File: src/rtl/jtopl_timers_if.sv
// Register-side bus for the OPL timer block: reload values, run bits,
// masks and flag clear in; sticky flags, irq and timer A overflow out.
interface jtopl_timers_if;
  logic [7:0] value_a;
  logic [7:0] value_b;
  logic       load_a;
  logic       load_b;
  logic       mask_a;
  logic       mask_b;
  logic       flag_clr;
  logic       flag_a;
  logic       flag_b;
  logic       irq_n;
  logic       ovf_a;

  modport master (
    output value_a, value_b, load_a, load_b, mask_a, mask_b, flag_clr,
    input  flag_a, flag_b, irq_n, ovf_a
  );

  modport slave (
    input  value_a, value_b, load_a, load_b, mask_a, mask_b, flag_clr,
    output flag_a, flag_b, irq_n, ovf_a
  );
endinterface

File: src/rtl/jtopl_timers.sv
// OPL timers A and B: free-running prescaler (PRESC cenop per timer A tick),
// /T2DIV divider for timer B ticks, two 8-bit reloading up-counters,
// sticky flags with masks, registered irq_n and a timer A overflow pulse.
// Define JTOPL_TIMERS_FAST_EN to bypass the prescaler (tick_a = cenop) for
// fast simulation; the default build keeps the full prescaler.

// One 8-bit timer: STOP/RUN, loads on a run-bit rising edge, reloads on overflow
module jtopl_timer_cnt (
  input  logic       clk,
  input  logic       rst,
  input  logic       tick,
  input  logic       load,
  input  logic [7:0] value,
  output logic       ovf
);
  typedef enum logic {STOP = 1'b0, RUN = 1'b1} st_t;

  st_t        st_q, st_d;
  logic [7:0] cnt_q, cnt_d;
  logic       ld_q;

  // State, counter and previous run bit registers
  always_ff @(posedge clk) begin
    if (!rst) begin
      st_q  <= STOP;
      cnt_q <= 8'd0;
      ld_q  <= 1'b0;
    end else begin
      st_q  <= st_d;
      cnt_q <= cnt_d;
      ld_q  <= load;
    end
  end

  // Next state: a run-bit rise loads value and wins over any tick that clk;
  // a low run bit stops and freezes the count; 0xFF reloads instead of wrapping
  always_comb begin
    st_d  = st_q;
    cnt_d = cnt_q;
    ovf   = 1'b0;
    if (load && !ld_q) begin
      st_d  = RUN;
      cnt_d = value;
    end else if (!load) begin
      st_d  = STOP;
    end else if (st_q == RUN && tick) begin
      if (cnt_q == 8'hFF) begin
        cnt_d = value;
        ovf   = 1'b1;
      end else begin
        cnt_d = cnt_q + 8'd1;
      end
    end
  end
endmodule

module jtopl_timers #(
  parameter int PRESC = 72,
  parameter int T2DIV = 4
) (
  input  logic           clk,
  input  logic           rst,
  input  logic           cenop,
  jtopl_timers_if.slave  bus
);
  localparam int BW = (T2DIV > 1) ? $clog2(T2DIV) : 1;

  logic          tick_a, tick_b;
  logic [BW-1:0] cnt_b;
  logic [1:0]        tick, load, ovf;
  logic [1:0][7:0]   value;
  logic          flag_a_q, flag_b_q, irq_n_q, ovf_a_q;

`ifdef JTOPL_TIMERS_FAST_EN
  assign tick_a = cenop;
`else
  localparam int PW = (PRESC > 1) ? $clog2(PRESC) : 1;
  logic [PW-1:0] cnt_p;

  // Prescaler: counts cenop pulses 0..PRESC-1, tick_a on the wrapping pulse
  always_ff @(posedge clk) begin
    if (!rst)
      cnt_p <= '0;
    else if (cenop)
      cnt_p <= (cnt_p == PW'(PRESC - 1)) ? '0 : cnt_p + PW'(1);
  end

  assign tick_a = cenop && (cnt_p == PW'(PRESC - 1));
`endif

  // Timer B divider: counts tick_a 0..T2DIV-1, tick_b on the wrapping tick
  always_ff @(posedge clk) begin
    if (!rst)
      cnt_b <= '0;
    else if (tick_a)
      cnt_b <= (cnt_b == BW'(T2DIV - 1)) ? '0 : cnt_b + BW'(1);
  end

  assign tick_b = tick_a && (cnt_b == BW'(T2DIV - 1));

  assign tick  = {tick_b, tick_a};
  assign load  = {bus.load_b, bus.load_a};
  assign value = {bus.value_b, bus.value_a};

  for (genvar i = 0; i < 2; i++) begin : g_tmr
    jtopl_timer_cnt u_tmr (
      .clk   (clk),
      .rst   (rst),
      .tick  (tick[i]),
      .load  (load[i]),
      .value (value[i]),
      .ovf   (ovf[i])
    );
  end

  // Flags set one clk after overflow (set beats clear, mask drops the event);
  // irq_n follows the flags one clk later
  always_ff @(posedge clk) begin
    if (!rst) begin
      flag_a_q <= 1'b0;
      flag_b_q <= 1'b0;
      ovf_a_q  <= 1'b0;
      irq_n_q  <= 1'b1;
    end else begin
      flag_a_q <= (ovf[0] & ~bus.mask_a) | (flag_a_q & ~bus.flag_clr);
      flag_b_q <= (ovf[1] & ~bus.mask_b) | (flag_b_q & ~bus.flag_clr);
      ovf_a_q  <= ovf[0];
      irq_n_q  <= ~(flag_a_q | flag_b_q);
    end
  end

  assign bus.flag_a = flag_a_q;
  assign bus.flag_b = flag_b_q;
  assign bus.ovf_a  = ovf_a_q;
  assign bus.irq_n  = irq_n_q;
endmodule

File: src/flat_wrapper.sv
// flat-port wrapper written by rule: the top's interface ports become plain ports
module jtopl_timers_flat 
#(
  parameter int PRESC = 72,
  parameter int T2DIV = 4
)
  (clk, rst, cenop, bus_value_a, bus_value_b, bus_load_a, bus_load_b, bus_mask_a, bus_mask_b, bus_flag_clr, bus_flag_a, bus_flag_b, bus_irq_n, bus_ovf_a);
  jtopl_timers_if bus_i ();
  input  logic clk;
  input  logic rst;
  input  logic cenop;
  input wire logic [$bits(bus_i.value_a)-1:0] bus_value_a;
  input wire logic [$bits(bus_i.value_b)-1:0] bus_value_b;
  input wire logic [$bits(bus_i.load_a)-1:0] bus_load_a;
  input wire logic [$bits(bus_i.load_b)-1:0] bus_load_b;
  input wire logic [$bits(bus_i.mask_a)-1:0] bus_mask_a;
  input wire logic [$bits(bus_i.mask_b)-1:0] bus_mask_b;
  input wire logic [$bits(bus_i.flag_clr)-1:0] bus_flag_clr;
  output wire logic [$bits(bus_i.flag_a)-1:0] bus_flag_a;
  output wire logic [$bits(bus_i.flag_b)-1:0] bus_flag_b;
  output wire logic [$bits(bus_i.irq_n)-1:0] bus_irq_n;
  output wire logic [$bits(bus_i.ovf_a)-1:0] bus_ovf_a;
  assign bus_i.value_a = bus_value_a;
  assign bus_i.value_b = bus_value_b;
  assign bus_i.load_a = bus_load_a;
  assign bus_i.load_b = bus_load_b;
  assign bus_i.mask_a = bus_mask_a;
  assign bus_i.mask_b = bus_mask_b;
  assign bus_i.flag_clr = bus_flag_clr;
  assign bus_flag_a = bus_i.flag_a;
  assign bus_flag_b = bus_i.flag_b;
  assign bus_irq_n = bus_i.irq_n;
  assign bus_ovf_a = bus_i.ovf_a;
  jtopl_timers #(.PRESC(PRESC), .T2DIV(T2DIV)) u_core (.clk(clk), .rst(rst), .cenop(cenop), .bus(bus_i));
endmodule
File: config.mk
export PLATFORM = sky130hd
export DESIGN_NAME = jtopl_timers_flat
export DESIGN_NICKNAME = d
export VERILOG_FILES = /design/src/rtl/jtopl_timers_if.sv /design/src/rtl/jtopl_timers.sv /design/src/flat_wrapper.sv
export SDC_FILE = /design/constraint.sdc
export NUM_CORES = 1
export LEC_CHECK = 0
export ABC_AREA = 0
export BUFFER_PORTS_ARGS = -buffer_cell sky130_fd_sc_hd__buf_2
export CAP_MARGIN = 20
export CORE_MARGIN = 3
export CORE_UTILIZATION = 25
export CTS_CLUSTER_SIZE = 28
export DETAILED_ROUTE_END_ITERATION = 7
export GPL_ROUTABILITY_DRIVEN = 0
export GPL_TIMING_DRIVEN = 1
export SYNTH_ARGS = -nofsm -noshare
export SYNTH_HDL_FRONTEND = slang
export SYNTH_SLANG_ARGS = --single-unit
File: constraint.sdc
create_clock -name clk -period 1.97 [get_ports clk]
set_clock_uncertainty 0.15 [all_clocks]
set_input_delay 0.0985 -clock clk [delete_from_list [all_inputs] [get_ports clk]]
set_output_delay 0.0985 -clock clk [all_outputs]
set_load 0.005 [all_outputs]
==> flow_summary.yaml <==
status:
  status: "finished, final reports clean"
cells_and_area:
  syn_to_final_growth_pct: 35.3
  final_util_pct: 35.6
  final_layout_size_suffix_gt1_share_pct: 22.1
  nets: 307
  insertedDiodeCount: 0
synthesis:
  synth_top_area_share_pct: 36.4
  synth_cell_types: 48
  synthFlopType: "dfxtp_1"
  synth-edff-count: 0
  avgSynthCellArea_um2: 8.30
  syn_nets: 247
  yosys.area.top_type: "dfxtp_1"
  yosysWarnings: 0
  synth_area_um2: 1820
  syn-instance-count: 219
  ys_async_sr_fraction_pct: 0
  ys_seq_elements: 33
  synth_area_leaders: "dfxtp_1 (36%), nand2_1 (5.0%), a21oi_1 (4.7%)"
  synth.yosys.seq_area_share_pct: 36.4
setup_path:
  worst_setup_path_end_kind: "register"
  path_cells: "or4b_4, o31ai_4, or3b_1, a31oi_1"
  cpMaxStageDelayCell: "or4b_4"
  path_class: "register to register"
  required_ns: 2.03
  critPathArrivalTime_ns: 1.91
  crit_fanout: 4
  slowest_delay_ns: 0.59
  start_kind: "register"
clock_tree:
  insertion_delay_ns: 0.28
  cts_buffer_depth: 2
  cts-buffers-inserted: 5
  cts_tree: "built"
  root_buffer: "clkbuf_8"
  cts.sinks: 33
  clkTransAtPathRegs_ns: 0.08
  cts_max_level: 2
detailed_routing:
  drtAntennaViolNets: 0
  drt_iter0_drc: 91
  viasPerCell: 4.90
  num_vias: 1843
  drt-pass1-iter-count: 4
  avgRoutedWirePerCell_um: 12.8
  drc: 0
  wl_um: 4810
power:
  p_per_area_nw_per_um2: 651
  leakage_nw: 0.970
  peakVddDrop_v: 0.000292
floorplanning:
  initial_core_util_pct: 26.3
  die_area_um2: 8330
  die_h_um: 91.2
  num_rows: 30
  ios: 28
  die_x_um: 91.2
  core_area_um2: 6910
sta:
  fmax_mhz: 540
  setup_viol_count_final: 0
  post-route-period-util_pct: 94.1
  hold_viol_final: 0
  period_needed_ns: 1.85
  slew_headroom_pct: 65.7
  rsz0062_at_grt: "false"
  tns_ns: 0
  worst_pin_slew_ns: 0.514
  drv_slew: 0
  fin_hold_ws_ns: 0.00692
place:
  dpl.hpwl_um: 3550
  placement.io_buffers: 27
grt:
  grt.overflow.total: 0
  grt_pass1_vias: 1656
  grt_max_degree: 15
  grt_pass1_wl_um: 7940
  antenna_found_initial: 0
  grt.total_usage_pct: 12.0
job:
  maxCapViolCount: 0
min_path:
  hold_class: "input pin to register"
[cell usage in the layout, fill, tap and decap left out, types with 2 or more instances in the layout]
cell type      instances
a211oi_1               2
a21boi_0               3
a21o_1                 2
a21oi_1               17
a31oi_1                9
and2_1                 6
and3_1                 6
and4_1                 3
buf_2                 27
buf_4                 18
clkbuf_8               6
dfxtp_1               33
dlygate4sd3_1         14
ha_1                   4
inv_1                  6
mux2i_1                5
nand2_1               24
nand2b_1               3
nand3_1               14
nand3b_1               2
nand4_1                4
nor2_1                12
nor2b_1                2
nor3_1                 5
nor4_1                 2
o21a_1                 4
o21ai_0               11
o31ai_4                2
o32ai_1                3
or3_1                  4
xnor2_1                2
xor2_1                 3
[cell type report]
type	count	area, um2
clock buffer	7	86.3
clock inverter	1	30.0
fill	739	4450
inverter	6	22.5
multi-input combinational	174	1130
sequential	33	661
tap	96	120
timing repair buffer	59	410
[Yosys cell counts, drive strengths merged (3+ instances only)]
cell type	instances
or3	4
nand4	4
nor2	12
a21boi	3
and4	3
mux2i	5
o21a	4
ha	4
and2	6
o21ai	13
nand2b	3
xor2	3
nand2	24
inv	6
and3	6
nand3	15
o32ai	3
a31oi	9
dfxtp	33
nor3	6
clkbuf	4
o31ai	3
a21oi	17
[final timing paths]
kind,start,endpoint,slack (ns),cells past startpoint
setup / recovery,u_core.cnt_p[5],u_core.g_tmr[0].u_tmr.cnt_q[0],0.12,4
setup reg to reg,u_core.cnt_p[5],u_core.g_tmr[0].u_tmr.cnt_q[0],0.12,4
hold reg to reg,u_core.bus.flag_b,u_core.bus.irq_n,0.30,1
hold / removal,bus_value_a[6],u_core.g_tmr[0].u_tmr.cnt_q[6],0.007,3
[metal layers]
layer	GRT usage (%)	wire, um	vias up
met5	0	0	-
met4	4.27	46	0
met3	3.98	304	2
met2	18.1	2170	42
met1	15.9	2290	850
li1	-	-	949
[registers in the layout (all words and copies together) (netlist names)]
signal / cells
u_core.bus.irq_n: 1
u_core.g_tmr.u_tmr.st_q: 2
u_core.g_tmr.u_tmr.cnt_q: 16
u_core.bus.flag_a: 1
u_core.cnt_p: 7
u_core.bus.ovf_a: 1
u_core.g_tmr.u_tmr.ld_q: 2
u_core.cnt_b: 2
u_core.bus.flag_b: 1
[metrics by stage]
stage | worst slack (ns) | instance area, um2 | cells | power [mW]
5_1_grt | 0.00498 | 2460 | 376 | 1.68
6_report | 0.117 | 2460 | 376 | 1.60
4_1_cts | 0.0149 | 2440 | 376 | 1.62
3_5_place_dp | 0.0373 | 2180 | 354 | 0.923
2_1_floorplan | 0.0647 | 1820 | 219 | 0.844
3_3_place_gp | 0.0809 | 2180 | 354 | 0.920
[where the power goes]
part           internal [mW]  total [mW]  switching, mW
logic                  0.106       0.203         0.0966
registers              0.697       0.729         0.0322
clock network          0.413       0.669          0.256
[what timing repair did]
| action | CTS | global route |
|---|---|---|
| hold buffers | 14 | 0 |
| hold endpoints to repair | 14 | 0 |
| resized for setup | 1 | 4 |
| buffers inserted | 0 | 0 |
| pin swaps | 0 | 3 |
| setup endpoints to repair | 1 | 6 |
[cells by family (layout without fill, tap and decap cells)]
group,count (synthesis),after routing,synth area share [%]
xor gates and xnor gates,5,5,2.41
adders and majority gates,4,4,2.75
DFF,33,33,36.4
muxes,5,5,2.75
AOI/OAI and AO/OA,65,65,24.6
and+or+nand+nor,95,95,28.4
buffers and inverters,12,73,2.75
[worst max-delay path, delay by kind of cell (launching register included)]
family          cells  cell delay (ns)
compound gates      2             0.37
simple gates        2             0.96
flops               1             0.31
(Power assumes the default switching activity.)
